[config.mk]
export PLATFORM = sky130hd
export DESIGN_NAME = adder_pipe_nbit
export DESIGN_NICKNAME = d
export VERILOG_FILES = /design/src/rtl/adder_pkg.sv /design/src/rtl/adder_chunk.sv /design/src/rtl/adder_pipe_nbit.sv
export SDC_FILE = /design/constraint.sdc
export NUM_CORES = 1
export LEC_CHECK = 0
export CAP_MARGIN = 25
export CORE_MARGIN = 4
export CORE_UTILIZATION = 45
export CTS_BUF_LIST = sky130_fd_sc_hd__clkbuf_4
export DETAILED_ROUTE_END_ITERATION = 8
export PLACE_DENSITY = 0.63
export SYNTH_ARGS = -nofsm -noshare
export SYNTH_HDL_FRONTEND = slang
export SYNTH_SLANG_ARGS = --single-unit
[constraint.sdc]
create_clock -name clk -period 14.55 [get_ports clk]
set_input_delay 2.91 -clock clk [delete_from_list [all_inputs] [get_ports clk]]
set_output_delay 2.91 -clock clk [all_outputs]
set_load 0.02 [all_outputs]
[src/rtl/adder_pkg.sv]
// Shared types and helpers for the pipelined ripple-carry adder.
// Optional ADDER_PIPE_SUB_EN adds a subtract flag to the stage record.
package adder_pkg;

  function automatic int chunk_w(input int width, input int stages);
    return width / stages;
  endfunction

  // Width-independent part of a stage record; the operand and sum
  // slices are added by the top, which knows WIDTH.
  typedef struct packed {
    logic valid;
    logic carry;
    logic ovf;
`ifdef ADDER_PIPE_SUB_EN
    logic sub;
`endif
  } stage_ctl_t;

endpackage

[src/rtl/adder_chunk.sv]
// Combinational W-bit ripple-carry adder slice.
// Ports: a, b operands; ci carry in; s sum; co carry out.
module adder_chunk #(
  parameter int W = 8
) (
  input  logic [W-1:0] a,
  input  logic [W-1:0] b,
  input  logic         ci,
  output logic [W-1:0] s,
  output logic         co
);

  logic [W:0] c;

  always_comb begin
    c    = '0;
    s    = '0;
    c[0] = ci;
    for (int i = 0; i < W; i++) begin
      s[i]   = a[i] ^ b[i] ^ c[i];
      c[i+1] = (a[i] & b[i]) | (c[i] & (a[i] ^ b[i]));
    end
    co = c[W];
  end

endmodule

[src/rtl/adder_pipe_nbit.sv]
// WIDTH-bit adder split into STAGES chunks, one chunk per pipeline
// stage, valid/ready at both ends. Ports: clk, rst_n (sync, low),
// in_valid/in_ready/a/b/cin in, out_valid/out_ready/sum/cout/ovf out.
// Macro ADDER_PIPE_SUB_EN adds input sub: result = a - b - cin.
module adder_pipe_nbit
  import adder_pkg::*;
#(
  parameter int WIDTH  = 32,
  parameter int STAGES = 4
) (
  input  logic             clk,
  input  logic             rst_n,
  input  logic             in_valid,
  output logic             in_ready,
  input  logic [WIDTH-1:0] a,
  input  logic [WIDTH-1:0] b,
  input  logic             cin,
`ifdef ADDER_PIPE_SUB_EN
  input  logic             sub,
`endif
  output logic             out_valid,
  input  logic             out_ready,
  output logic [WIDTH-1:0] sum,
  output logic             cout,
  output logic             ovf
);

  localparam int CHUNK = chunk_w(WIDTH, STAGES);
  localparam int MSB   = WIDTH - 1;

  if (STAGES < 1 || WIDTH % STAGES != 0) begin : g_cfg_err
    $error("adder_pipe_nbit: WIDTH must be a multiple of STAGES");
  end

  typedef struct packed {
    stage_ctl_t       ctl;
    logic [WIDTH-1:0] sum;
    logic [WIDTH-1:0] a;
    logic [WIDTH-1:0] b;
  } stage_t;

  stage_t st [STAGES];

  logic             v_in   [STAGES];
  logic [WIDTH-1:0] op_a   [STAGES];
  logic [WIDTH-1:0] op_b   [STAGES];
  logic             c_in   [STAGES];
  logic [WIDTH-1:0] sum_in [STAGES];
  logic [CHUNK-1:0] s_w    [STAGES];
  logic             co_w   [STAGES];
  logic [WIDTH-1:0] sum_nx [STAGES];
  logic             ovf_nx [STAGES];
  logic             go     [STAGES+1];
`ifdef ADDER_PIPE_SUB_EN
  logic             sub_in [STAGES];
`endif

  // Effective B operand and carry-in; b' travels down the pipe so
  // the overflow rule sees the operand actually added.
  logic [WIDTH-1:0] b_eff;
  logic             c_eff;

`ifdef ADDER_PIPE_SUB_EN
  assign b_eff = sub ? ~b : b;
  assign c_eff = sub ? ~cin : cin;
`else
  assign b_eff = b;
  assign c_eff = cin;
`endif

  always_comb begin
    v_in[0]   = in_valid;
    op_a[0]   = a;
    op_b[0]   = b_eff;
    c_in[0]   = c_eff;
    sum_in[0] = '0;
`ifdef ADDER_PIPE_SUB_EN
    sub_in[0] = sub;
`endif
    for (int k = 1; k < STAGES; k++) begin
      v_in[k]   = st[k-1].ctl.valid;
      op_a[k]   = st[k-1].a;
      op_b[k]   = st[k-1].b;
      c_in[k]   = st[k-1].ctl.carry;
      sum_in[k] = st[k-1].sum;
`ifdef ADDER_PIPE_SUB_EN
      sub_in[k] = st[k-1].ctl.sub;
`endif
    end
  end

  for (genvar k = 0; k < STAGES; k++) begin : g_chunk
    adder_chunk #(
      .W(CHUNK)
    ) u_chunk (
      .a (op_a[k][k*CHUNK +: CHUNK]),
      .b (op_b[k][k*CHUNK +: CHUNK]),
      .ci(c_in[k]),
      .s (s_w[k]),
      .co(co_w[k])
    );
  end

  // Only the last stage's ovf reaches the port; earlier copies are
  // computed on partial sums and never observed.
  always_comb begin
    for (int k = 0; k < STAGES; k++) begin
      sum_nx[k] = sum_in[k];
      sum_nx[k][k*CHUNK +: CHUNK] = s_w[k];
      ovf_nx[k] = (op_a[k][MSB] == op_b[k][MSB])
               && (s_w[k][CHUNK-1] != op_a[k][MSB]);
    end
  end

  // A stage may load when it is empty or its contents move on.
  always_comb begin
    go[STAGES] = out_ready;
    for (int k = STAGES - 1; k >= 0; k--) begin
      go[k] = !st[k].ctl.valid || go[k+1];
    end
  end

  always_ff @(posedge clk) begin
    if (!rst_n) begin
      for (int k = 0; k < STAGES; k++) begin
        st[k] <= '0;
      end
    end else begin
      for (int k = 0; k < STAGES; k++) begin
        if (go[k]) begin
          st[k].ctl.valid <= v_in[k];
          if (v_in[k]) begin
            st[k].ctl.carry <= co_w[k];
            st[k].ctl.ovf   <= ovf_nx[k];
            st[k].sum       <= sum_nx[k];
            st[k].a         <= op_a[k];
            st[k].b         <= op_b[k];
`ifdef ADDER_PIPE_SUB_EN
            st[k].ctl.sub   <= sub_in[k];
`endif
          end
        end
      end
    end
  end

  assign in_ready  = go[0];
  assign out_valid = st[STAGES-1].ctl.valid;
  assign sum       = st[STAGES-1].sum;
  assign cout      = st[STAGES-1].ctl.carry;
  assign ovf       = st[STAGES-1].ctl.ovf;

endmodule

==> metrics.txt <==
# TYPE chip_impl_metric gauge
chip_impl_info{name="slowest_stage",value="sky130_fd_sc_hd__and4b_4"} 1
chip_impl_metric{name="final_period_minus_worst_setup_slack",unit="ps"} 7740
chip_impl_info{name="synth_top_flop_cell",value="sky130_fd_sc_hd__edfxtp_1"} 1
chip_impl_metric{name="clock_sink_count",unit=""} 185
chip_impl_metric{name="grt_first_pass_wirelength",unit="um"} 22900
chip_impl_metric{name="synth_top_area_share",unit="%"} 65.6
chip_impl_metric{name="buffer_ports.inserted",unit=""} 104
chip_impl_metric{name="post_cts_hold_buffer_count",unit=""} 0
chip_impl_metric{name="syn_avg_cell_area",unit="um^2"} 14.4
chip_impl_info{name="cp-start-kind",value="input port"} 1
chip_impl_info{name="cell_type_contributing_the_most_total_cell_area_after_synthesis",value="sky130_fd_sc_hd__edfxtp_1"} 1
chip_impl_metric{name="grt_max_degree",unit=""} 68
chip_impl_metric{name="cts_max_path_buffers",unit=""} 2
chip_impl_metric{name="fin_worst_skew",unit="ps"} 14.9
chip_impl_metric{name="final_nets",unit=""} 739
chip_impl_metric{name="final-hold-violation-count",unit=""} 0
chip_impl_metric{name="place_hpwl",unit="um"} 8960
chip_impl_metric{name="slew_headroom",unit="%"} 36.4
chip_impl_info{name="worstSetupPathType",value="input port to output port"} 1
chip_impl_metric{name="routedWlPerCell",unit="um"} 15.4
chip_impl_metric{name="globalRouteTotalUtil",unit="%"} 13.3
chip_impl_metric{name="final-setup-viol-count",unit=""} 0
chip_impl_metric{name="synth.cell_area",unit="um^2"} 8470
chip_impl_metric{name="totalNegativeSetupSlack",unit="ps"} 0
chip_impl_metric{name="htree_levels",unit=""} 4
chip_impl_metric{name="ys_ff_latch",unit=""} 185
chip_impl_metric{name="layout.cell_area.non_filler",unit="um^2"} 9780
chip_impl_info{name="critical_path.reg2reg.startpoint",value="st[0][295]"} 1
chip_impl_info{name="most_frequent_cells_after_synthesis",value="185 x sky130_fd_sc_hd__edfxtp_1, 109 x sky130_fd_sc_hd__nor3b_1, 55 x sky130_fd_sc_hd__a21oi_1, 55 x sky130_fd_sc_hd__nand3_1, 33 x sky130_fd_sc_hd__buf_4"} 1
chip_impl_info{name="grt_setup_unrepaired",value="false"} 1
chip_impl_metric{name="seq_area_frac_synth",unit="%"} 65.6
chip_impl_metric{name="first_pass_iters",unit=""} 4
chip_impl_metric{name="worst_skew_pair.late_latency",unit="ps"} 540
chip_impl_info{name="holdCritStartpoint",value="st[0][66]"} 1
chip_impl_metric{name="cellPowerDensity",unit="nW/um^2"} 106
chip_impl_info{name="status",value="completed"} 1
chip_impl_info{name="worstSetupStartpoint",value="out_ready"} 1
chip_impl_metric{name="placedInstanceArea",unit="um^2"} 9390
chip_impl_metric{name="timing.final.max_slew_violations",unit=""} 0
chip_impl_metric{name="cts_resized",unit=""} 0
chip_impl_info{name="yosysMostFrequentCell",value="sky130_fd_sc_hd__edfxtp_1"} 1
chip_impl_info{name="timing.hold.worst.class",value="flip-flop to flip-flop"} 1
chip_impl_metric{name="syn_nets",unit=""} 690
chip_impl_metric{name="crit_cells",unit=""} 4
chip_impl_metric{name="cts_made_buffers",unit=""} 17
chip_impl_metric{name="peakVddDrop",unit="mV"} 0.0620
chip_impl_metric{name="floorplan.initialDensity",unit="%"} 46.5
chip_impl_metric{name="syn_inst",unit=""} 588
chip_impl_metric{name="min_period_over_period",unit="%"} 53.2
chip_impl_metric{name="worst_setup_hold_path_clk_slew",unit="ps"} 130
chip_impl_metric{name="synth-edff-count",unit=""} 185
chip_impl_info{name="critical_path.endpoint_type",value="output port"} 1
chip_impl_info{name="critPathTopFamily",value="buffers and inverters"} 1
chip_impl_info{name="cts.root.buffer_cell",value="sky130_fd_sc_hd__clkbuf_4"} 1
chip_impl_metric{name="critical_path_buf_inv_count",unit=""} 2
chip_impl_metric{name="timing.critical_path.arrival",unit="ps"} 4830
chip_impl_metric{name="max_clock_freq",unit="GHz"} 0.129
chip_impl_metric{name="grt-ovfl-total",unit=""} 0
chip_impl_info{name="synth_top_cells_by_area",value="sky130_fd_sc_hd__edfxtp_1 66%, sky130_fd_sc_hd__nor3b_1 9.7%, sky130_fd_sc_hd__fa_1 7.6%, sky130_fd_sc_hd__a21oi_1 3.3%, sky130_fd_sc_hd__nand3_1 3.3%"} 1
chip_impl_metric{name="timing_worst_slew_pin_value",unit="ps"} 954
chip_impl_metric{name="die-area",unit="um^2"} 21100
chip_impl_metric{name="worstPathMaxFanout",unit=""} 55
chip_impl_metric{name="number_of_cells_on_the_worst_hold_path",unit=""} 1
chip_impl_metric{name="detail_route.vias_per_cell",unit=""} 5.05
chip_impl_info{name="cts_tree",value="built"} 1
chip_impl_metric{name="worst-r2r-setup-slack",unit="ps"} 9830
chip_impl_metric{name="pin_count",unit=""} 105
chip_impl_metric{name="synth_cell_type_count",unit=""} 27
chip_impl_info{name="largest_registers",value="st: 185 flops"} 1
chip_impl_metric{name="die_h",unit="um"} 145
chip_impl_metric{name="finish.cell_count_without_fillers",unit=""} 880
chip_impl_metric{name="drtAntennaViolNets",unit=""} 0
chip_impl_metric{name="syn2layout_area_growth",unit="%"} 15.5
chip_impl_metric{name="largest_register_ffs",unit=""} 185
chip_impl_metric{name="timing.critical_path.required",unit="ps"} 11640
chip_impl_metric{name="layout-drive-gt1-share",unit="%"} 9.08
chip_impl_metric{name="leakagePower",unit="nW"} 3.38
chip_impl_metric{name="async_reset_ff_share",unit="%"} 0
chip_impl_metric{name="drcViolationCount",unit=""} 0
chip_impl_metric{name="globalplace.congestion",unit=""} 0.726
chip_impl_metric{name="grt_antenna_before_repair",unit=""} 1
chip_impl_metric{name="post_cts_buffers",unit=""} 0
chip_impl_metric{name="placementRows",unit=""} 49
chip_impl_info{name="max_flop_register",value="st"} 1
chip_impl_metric{name="via_count",unit=""} 4442
chip_impl_info{name="path_common_cell",value="sky130_fd_sc_hd__clkdlybuf4s50_1"} 1
chip_impl_metric{name="routed_wl",unit="um"} 13500
chip_impl_metric{name="path_depth_of_the_worst_reg2reg_path",unit=""} 11
chip_impl_info{name="crit_chain",value="clkdlybuf4s50_1 > and4b_4 > nand2_1 > clkdlybuf4s50_1"} 1
chip_impl_metric{name="yosysWarnings",unit=""} 0
chip_impl_metric{name="critical-path-max-stage-delay",unit="ps"} 780
chip_impl_metric{name="timing.max_cap.violations",unit=""} 0
chip_impl_metric{name="first_drt_iteration_drcs",unit=""} 249
chip_impl_metric{name="vias_in_the_first_global_route",unit=""} 4514
chip_impl_metric{name="core_area",unit="um^2"} 18200
chip_impl_metric{name="placedCellCount",unit=""} 844
chip_impl_metric{name="die-width",unit="um"} 145
## layout make-up
type | instances | area, um^2
Clock buffer | 20 | 150
Inverter | 27 | 101
Fill cell | 1475 | 8430
Tap cell | 229 | 287
Antenna cell | 1 | 2.50
Multi-Input combinational cell | 290 | 2330
Clock inverter | 12 | 174
Timing Repair Buffer | 116 | 1180
Sequential cell | 185 | 5560
## worst paths after layout
check	end
worst max-delay path	in_ready
worst max register to register	st[0][393]
worst min-delay path	st[0][165]
worst min register to register	st[0][165]
## through the flow
stage                     setup WS [ps]  hold slack [ps]  util, %  power, mW
after floorplan                    7070              537        -      0.709
after global placement             6850              554     51.4      0.747
after detailed placement           6800              561     51.6      0.751
after CTS                          6810              590     53.4       1.05
after global routing               6660              604     53.7       1.09
final                              6810              584     53.7       1.04
## logic make-up (layout without fill, tap and decap cells)
family                   after synthesis  after routing  share of synthesized area (%)
buffers and inverters                113            175                           7.43
other                                  0              1                              0
flip-flops                           185            185                           65.6
AO/OA/AOI/OAI                         62             62                           3.77
adder cells (fa/ha/maj)               33             33                           7.71
AND/OR/NAND/NOR                      194            194                           15.4
XOR/XNOR                               1              1                          0.103
## power breakdown
part           total (mW)  switching [mW]  internal, mW
clock               0.302           0.160         0.142
combinational       0.105          0.0525        0.0526
sequential          0.634          0.0111         0.623
total                1.04           0.224         0.818
## per-layer routing
layer	global-route usage, %	vias up	wire length (um)
met3	3.21	14	683
li1	-	2209	-
met5	0	-	0
met2	18.7	133	5960
met4	5.70	0	229
met1	19.8	2086	6670
## cell usage in the layout (no fill, tap or decap), types with 7 or more instances in the layout
master / count
sky130_fd_sc_hd__edfxtp_1: 185
sky130_fd_sc_hd__a21oi_1: 55
sky130_fd_sc_hd__clkdlybuf4s50_1: 102
sky130_fd_sc_hd__nand3_1: 55
sky130_fd_sc_hd__inv_1: 27
sky130_fd_sc_hd__nor3b_1: 109
sky130_fd_sc_hd__clkbuf_4: 20
sky130_fd_sc_hd__buf_4: 8
sky130_fd_sc_hd__fa_1: 32
sky130_fd_sc_hd__nand2_1: 7
## worst register-to-register path: stages, from the launching register on
cell and delay (ps):
sky130_fd_sc_hd__edfxtp_1 430, sky130_fd_sc_hd__fa_1 470, sky130_fd_sc_hd__fa_1 460, sky130_fd_sc_hd__fa_1 470, sky130_fd_sc_hd__fa_1 480, sky130_fd_sc_hd__fa_1 470, sky130_fd_sc_hd__fa_1 470, sky130_fd_sc_hd__fa_1 430
sky130_fd_sc_hd__inv_1 90, sky130_fd_sc_hd__fa_1 420, sky130_fd_sc_hd__xor2_1 160, sky130_fd_sc_hd__nor4_1 190
(Power assumes the default switching activity.)
